$ cat src/rtl/vote_tally_if.sv
// Bundle of the vote_tally control and status signals; the voting panel drives
// master, vote_tally is slave. total_count exists only when TOTAL_COUNT_EN is defined.
interface vote_tally_if #(
  parameter int COUNT_W = 8
);
  logic               mode;
  logic [3:0]         vote_in;
  logic [1:0]         disp_sel;
  logic [COUNT_W-1:0] vote_count;
  logic [3:0]         leds;
  logic               busy;
  logic               invalid_vote;
`ifdef TOTAL_COUNT_EN
  logic [COUNT_W+1:0] total_count;

  modport master (output mode, vote_in, disp_sel,
                  input  vote_count, leds, busy, invalid_vote, total_count);
  modport slave  (input  mode, vote_in, disp_sel,
                  output vote_count, leds, busy, invalid_vote, total_count);
`else
  modport master (output mode, vote_in, disp_sel,
                  input  vote_count, leds, busy, invalid_vote);
  modport slave  (input  mode, vote_in, disp_sel,
                  output vote_count, leds, busy, invalid_vote);
`endif
endinterface

$ cat src/rtl/vote_tally.sv
// Four-candidate vote tally with post-vote lockout and a display mode.
// Optional macro TOTAL_COUNT_EN adds a registered total_count of all tallies.
module vote_tally #(
  parameter int COUNT_W        = 8,
  parameter int LOCKOUT_CYCLES = 100000000
) (
  input  logic        clock,
  input  logic        reset,
  vote_tally_if.slave bus
);

  typedef enum logic [1:0] {
    IDLE    = 2'd0,
    LOCK    = 2'd1,
    DISPLAY = 2'd2
  } state_t;

  localparam logic [31:0]        LOCK_LAST = 32'(LOCKOUT_CYCLES - 1);
  localparam logic [COUNT_W-1:0] CNT_MAX   = {COUNT_W{1'b1}};
  localparam logic [COUNT_W-1:0] CNT_ZERO  = {COUNT_W{1'b0}};
  localparam logic [COUNT_W-1:0] CNT_ONE   = COUNT_W'(1);

  function automatic logic [2:0] vote_weight(input logic [3:0] v);
    vote_weight = {2'b00, v[0]} + {2'b00, v[1]} + {2'b00, v[2]} + {2'b00, v[3]};
  endfunction

  function automatic logic [1:0] vote_index(input logic [3:0] v);
    case (v)
      4'b0001: vote_index = 2'd0;
      4'b0010: vote_index = 2'd1;
      4'b0100: vote_index = 2'd2;
      4'b1000: vote_index = 2'd3;
      default: vote_index = 2'd0;
    endcase
  endfunction

  state_t             state_r;
  logic [31:0]        lock_cnt_r;
  logic [COUNT_W-1:0] tally_r [4];
  logic [COUNT_W-1:0] vote_count_r;
  logic [3:0]         leds_r;
  logic               busy_r;
  logic               invalid_r;
  logic [2:0]         weight_s;
  logic [1:0]         index_s;

  assign weight_s = vote_weight(bus.vote_in);
  assign index_s  = vote_index(bus.vote_in);

  // Voting FSM: tallies, lockout timer and all registered status outputs.
  always_ff @(posedge clock) begin
    if (reset) begin
      state_r      <= IDLE;
      lock_cnt_r   <= 32'd0;
      vote_count_r <= CNT_ZERO;
      leds_r       <= 4'b0000;
      busy_r       <= 1'b0;
      invalid_r    <= 1'b0;
      for (int i = 0; i < 4; i++) tally_r[i] <= CNT_ZERO;
    end else begin
      invalid_r <= 1'b0;
      case (state_r)
        IDLE: begin
          vote_count_r <= CNT_ZERO;
          if (bus.mode) begin
            state_r <= DISPLAY;
          end else if (weight_s == 3'd1) begin
            // A vote at saturation still locks out and acknowledges.
            if (tally_r[index_s] != CNT_MAX) begin
              tally_r[index_s] <= tally_r[index_s] + CNT_ONE;
            end
            leds_r     <= bus.vote_in;
            busy_r     <= 1'b1;
            lock_cnt_r <= 32'd0;
            state_r    <= LOCK;
          end else if (weight_s >= 3'd2) begin
            invalid_r <= 1'b1;
          end else begin
            state_r <= IDLE;
          end
        end
        LOCK: begin
          vote_count_r <= CNT_ZERO;
          if (lock_cnt_r >= LOCK_LAST) begin
            lock_cnt_r <= 32'd0;
            leds_r     <= 4'b0000;
            busy_r     <= 1'b0;
            state_r    <= IDLE;
          end else begin
            lock_cnt_r <= lock_cnt_r + 32'd1;
          end
        end
        DISPLAY: begin
          if (!bus.mode) begin
            vote_count_r <= CNT_ZERO;
            state_r      <= IDLE;
          end else begin
            vote_count_r <= tally_r[bus.disp_sel];
          end
        end
        default: begin
          vote_count_r <= CNT_ZERO;
          leds_r       <= 4'b0000;
          busy_r       <= 1'b0;
          lock_cnt_r   <= 32'd0;
          state_r      <= IDLE;
        end
      endcase
    end
  end

  assign bus.vote_count   = vote_count_r;
  assign bus.leds         = leds_r;
  assign bus.busy         = busy_r;
  assign bus.invalid_vote = invalid_r;

`ifdef TOTAL_COUNT_EN
  logic [COUNT_W+1:0] total_r;

  // Running total follows the tallies one cycle later.
  always_ff @(posedge clock) begin
    if (reset) begin
      total_r <= {(COUNT_W+2){1'b0}};
    end else begin
      total_r <= {2'b00, tally_r[0]} + {2'b00, tally_r[1]}
               + {2'b00, tally_r[2]} + {2'b00, tally_r[3]};
    end
  end

  assign bus.total_count = total_r;
`endif

endmodule

$ cat src/flat_wrapper.sv
// flat-port wrapper written by rule: the top's interface ports become plain ports
module vote_tally_flat 
#(
  parameter int COUNT_W        = 8,
  parameter int LOCKOUT_CYCLES = 100000000
)
  (clock, reset, bus_mode, bus_vote_in, bus_disp_sel, bus_vote_count, bus_leds, bus_busy, bus_invalid_vote);
  vote_tally_if #(.COUNT_W(COUNT_W)) bus_i ();
  input  logic clock;
  input  logic reset;
  input wire logic [$bits(bus_i.mode)-1:0] bus_mode;
  input wire logic [$bits(bus_i.vote_in)-1:0] bus_vote_in;
  input wire logic [$bits(bus_i.disp_sel)-1:0] bus_disp_sel;
  output wire logic [$bits(bus_i.vote_count)-1:0] bus_vote_count;
  output wire logic [$bits(bus_i.leds)-1:0] bus_leds;
  output wire logic [$bits(bus_i.busy)-1:0] bus_busy;
  output wire logic [$bits(bus_i.invalid_vote)-1:0] bus_invalid_vote;
  assign bus_i.mode = bus_mode;
  assign bus_i.vote_in = bus_vote_in;
  assign bus_i.disp_sel = bus_disp_sel;
  assign bus_vote_count = bus_i.vote_count;
  assign bus_leds = bus_i.leds;
  assign bus_busy = bus_i.busy;
  assign bus_invalid_vote = bus_i.invalid_vote;
  vote_tally #(.COUNT_W(COUNT_W), .LOCKOUT_CYCLES(LOCKOUT_CYCLES)) u_core (.clock(clock), .reset(reset), .bus(bus_i));
endmodule
$ cat config.mk
export PLATFORM = sky130hd
export DESIGN_NAME = vote_tally_flat
export DESIGN_NICKNAME = d
export VERILOG_FILES = /design/src/rtl/vote_tally_if.sv /design/src/rtl/vote_tally.sv /design/src/flat_wrapper.sv
export SDC_FILE = /design/constraint.sdc
export NUM_CORES = 1
export LEC_CHECK = 0
export CAP_MARGIN = 20
export CORE_MARGIN = 4
export CORE_UTILIZATION = 50
export DETAILED_ROUTE_END_ITERATION = 8
export PLACE_DENSITY = 0.69
export SKIP_LAST_GASP = 1
export SLEW_MARGIN = 20
export SYNTH_ARGS = -nofsm -noshare
export SYNTH_HDL_FRONTEND = slang
export SYNTH_SLANG_ARGS = --single-unit
$ cat constraint.sdc
create_clock -name clock -period 9.9 [get_ports clock]
set_clock_uncertainty 0.05 [all_clocks]
set_input_delay 2.97 -clock clock [delete_from_list [all_inputs] [get_ports clock]]
set_output_delay 2.97 -clock clock [all_outputs]
set_load 0.005 [all_outputs]
Word-level counts from Yosys, hierarchy flattened
Memory sizes are Yosys's and may differ from the RTL's. A register that Yosys moved wholly into a read port is not among the register bits.
Cells that the tools add are included.
{"block": "word_totals", "n_memories": 1, "ff_bits": 40, "out_inout_bits": 14, "mem_bits_rw": 32, "inputBits": 9, "wordCells": 66}
{"block": "classes", "n_eq_ne": 12, "n_addsub": 5, "n_bitwise": 3, "mux": 31, "order_cmp": 2, "reduce_logical": 7}
{"name": "u_core.tally_r", "words": 4, "width": 8, "rd": 2, "rd_clocked_by_memory_dff": 1, "write_ports": 4, "line_no": "vote_tally.sv:39", "text": "logic [COUNT_W-1:0] tally_r [4];"}
{"op": "$mux W32", "n": 3}
{"op": "$pmux W32 S3", "n": 1}
{"op": "$add A32 B1 Y32 const B", "n": 1}
{"op": "$ge A32 B27 Y1 const B", "n": 1}
{"op": "$mux W1", "n": 13}
{"op": "$mux W2", "n": 6}
{"op": "$mux W4", "n": 3}
{"op": "$pmux W2 S3", "n": 2}
{"op": "$pmux W4 S3", "n": 1}
{"op": "$add A8 B1 Y8 const B", "n": 1}
{"op": "$mux W8", "n": 1}
{"op": "$ne A8 B8 Y1 const B", "n": 1}
{"op": "$reduce_or A8 Y1", "n": 1}
{"op": "$add A3 B1 Y3", "n": 2}
{"op": "$reduce_and A3 Y1", "n": 2}
{"op": "$eq A4 B2 Y1 const B", "n": 1}
{"op": "$eq A4 B3 Y1 const B", "n": 1}
{"op": "$eq A4 B4 Y1 const B", "n": 1}
{"op": "$ne A2 B1 Y1 const B", "n": 2}
{"op": "$ne A2 B2 Y1 const B", "n": 2}
{"op": "$ne A4 B3 Y1 const B", "n": 1}
{"op": "$reduce_and A4 Y1", "n": 1}
{"op": "$reduce_or A4 Y1", "n": 1}
{"op": "$eq A3 B1 Y1 const B", "n": 1}
{"op": "other kinds (8)", "n": 10}

Depth between registers and ports, before layout
An unclocked memory read counts as a cell.
{"block": "depth", "word_depth": 12, "ltp_mapped": 13, "depth_no_buf": 12}

Worst setup path before layout
No wires, ideal clock.
{"block": "synth_path", "path_type": "input-to-reg", "start": "in bus_vote_in[2]", "end": "mem u_core.tally_r[0][0] (enable)", "path_stages": 11, "setup_slack_ps": 3952, "t_required_ps": 9475, "n_path_buf": 3, "setup_ps": 375, "arrival_ps": 5524, "path_cell_list": "buf_6 buf_2 inv_1 fa_1 ha_1 nor3_1 nand2_1 nor2_1 nand2_2 buf_2 o21bai_1"}
{"item": "from (decl)", "line_no": "flat_wrapper.sv:12", "text": "input wire logic [$bits(bus_i.vote_in)-1:0] bus_vote_in;"}
{"item": "to (decl)", "line_no": "vote_tally.sv:39"}

==> impl_results.md <==
- Remaining antenna violation count: 0
- Fmax: 141 MHz
- CTS Hold Bufs: 0
- Number of synthesized flops with an enable pin: 32
- Initial DRT Pass Iterations: 4
- Slew @ Worst Pin: 1040 ps
- DIE AREA: approximately 0.0095 mm²
- Mean Syn Cell Area: 10.4 µm²
- Skew-Pair Late Insertion Delay: roughly 340 ps
- Ant diodes: 0
- Worst min path class: reg -> reg
- Crit Path Class: in -> reg
- Post-synthesis sequential area ratio: between 40 and 50%
- Residual DRC: 0
- WP data arrival: roughly 7000 ps
- Synthesis Warnings: 0
- TNS Setup: 0 ps
- Fin crit share: a little under three quarters
- Rows: 32
- Routed wire length: 8.70 mm
- CTS H-tree depth: 3
- Vias after detailed routing: ~2.9k
- Unrepaired setup endpoints after global routing: no
- Detailed Place HPWL: 6.44 mm
- Count leader, synth: nor2_1
- Final-report hold violation count: 0
- Post-Synthesis Cells: ~380
- Final worst slack: approximately 2800 ps
- Vias in the first global route: 2838
- LEAKAGE: 1.60 nW
- Max clock buf depth: 2
- Slew HR: between 30% and 40%
- Routability cong.: 0.961
- CTS sink cnt: 80
- Status: completed
- DP Worst Slack: between 2000 and 3000 ps
- Cts bufs inserted: 9
- Initial antenna violation count: 0
- Register clock-pin slew on the reported worst setup and hold paths: 80 ps
- Drt via density: between 5 and 6
- Fin util: 57.2%
- Initial core utilization: 51.6%
- Setup repair bufs after CTS: 0
- Ys flop type: dfxtp_1
- Largest net degree at the start of global routing: 32
- Max Transition Viols Final: 0
- Critical path data required time: just under 10000 ps
- Nets: ~420
- Mapped cell area: approximately 0.0040 mm²
- Post-cts resize count: 0
- Share of layout cells above drive strength 1: a little under a tenth
- Worst setup EP type: register
- Core ar.: 0.00773 mm²
- First-pass GRT wire length: roughly 14 mm
- Asr flop ratio synth: 0%
- Yosys reg bits: 80
- Worst vdd ir: approximately 0.095 mV
- GRT Util Overall: a little under a fifth
- Syn_nets: 400
- Avg WL per Cell: between 15 and 20 µm
- Grt ovf: 0
- Synth top area share: about a quarter
- Layout area overhead: 10.8%
- DRT iter0 DRCs: 161
- Min cycle time layout: roughly 7100 ps
- Max-cap violations: 0
- Clock tree from TritonCTS: built
- CTS Root Cell: clkbuf_8
- Yosys top cell by area: dfxtp_1
- CP startpoint kind: input port
- Yosys cell types: 61
- Port Buffer Count: 22
- Crit-path max FO: 25
- Top cells by count, synth: nor2_1 (60), dfxtp_1 (48), edfxtp_1 (32), xor2_1 (21)
- Die X: around 100 µm
- Setup violators final: 0
- Top cells by area, synth: dfxtp_1 (24%), edfxtp_1 (24%), nor2_1 (5.6%), mux4_2 (5.1%), xor2_1 (4.6%)
- Ports: 23
- Pwr dens: between 100 and 150 mW/mm²
- Die height: 97.3 µm
==> flip-flops by register name (all words and copies together), names as in the netlist <==
name                     cells
u_core.bus.leds              4
u_core.bus.vote_count        8
u_core.bus.busy              1
u_core.lock_cnt_r           32
u_core.tally_r              32
u_core.bus.invalid_vote      1
u_core.state_r               2
==> power breakdown <==
group,internal [mW],total [mW],switching (mW)
registers,0.352,0.358,0.00667
clock network,0.114,0.234,0.119
logic,0.0275,0.0702,0.0427
total,0.493,0.662,0.169
==> through the flow <==
| stage | hold WS [ps] | cells | total power, mW | instance area, µm² |
|---|---|---|---|---|
| final | 428 | 506 | 0.662 | 4420 |
| after global routing | 451 | 506 | 0.692 | 4420 |
| after CTS | 430 | 506 | 0.668 | 4420 |
| after detailed placement | 410 | 490 | 0.436 | 4220 |
| after global placement | 400 | 490 | 0.434 | 4220 |
| after floorplan | 392 | 383 | 0.417 | 3990 |
==> area by class of cell <==
type	instances	area (µm²)
Tap cell	102	128
Multi-Input combinational cell	275	1910
Inverter	11	41.3
Clock inverter	5	36.3
Clock buffer	11	163
Timing Repair Buffer	22	220
Sequential cell	80	1920
Fill cell	690	3310
==> cell families after synthesis <==
group | share of synthesized area (%)
fa+ha+maj | 2.70
xor+xnor | 6.37
compound gates | 8.40
simple gates | 24.3
flops | 48.2
buf+inv | 3.92
mux | 6.15
==> worst max-delay path: stages <==
cell and delay (ps):
clkdlybuf4s50_1 930, inv_1 200, fa_1 470, ha_1 310, nor3_1 330, nand2_1 160, nor2_1 480, nand2_2 440
o21bai_1 710
==> path summary, 6_finish.rpt <==
path                                             from               endpoint  slack (ps)  cells past startpoint
worst max-delay path                   bus_vote_in[3]   u_core.tally_r[0][3]        2820                      9
worst min-delay path            u_core.lock_cnt_r[31]  u_core.lock_cnt_r[31]         430                      1
worst max register to register      u_core.state_r[1]   u_core.tally_r[0][3]        6880                      5
worst min register to register  u_core.lock_cnt_r[31]  u_core.lock_cnt_r[31]         430                      1
==> layer usage <==
layer	vias up	part of all wire, %	GRT usage [%]
met5	-	0	0
met4	0	1.9	6.28
met3	15	4.7	4.74
met2	66	50	32.3
met1	1384	43	23.3
li1	1430	-	-
==> cells in the final DEF, fill, tap and decap left out, types with 3 or more instances in the layout <==
cell type / instances
a21oi_1: 7
a22o_1: 4
a32oi_1: 3
and3_1: 14
and3b_1: 7
clkbuf_8: 10
clkdlybuf4s50_1: 22
dfxtp_1: 48
edfxtp_1: 32
ha_1: 7
inv_1: 11
mux4_2: 9
nand2_1: 19
nand2b_1: 3
nand3_1: 20
nand4_1: 5
nor2_1: 60
nor2b_1: 4
nor3_1: 20
nor3b_1: 3
nor4_1: 6
o211ai_1: 6
o21ai_0: 3
or4_1: 3
xnor2_1: 8
xor2_1: 21
Note: power is estimated with default switching activity, not from simulation.
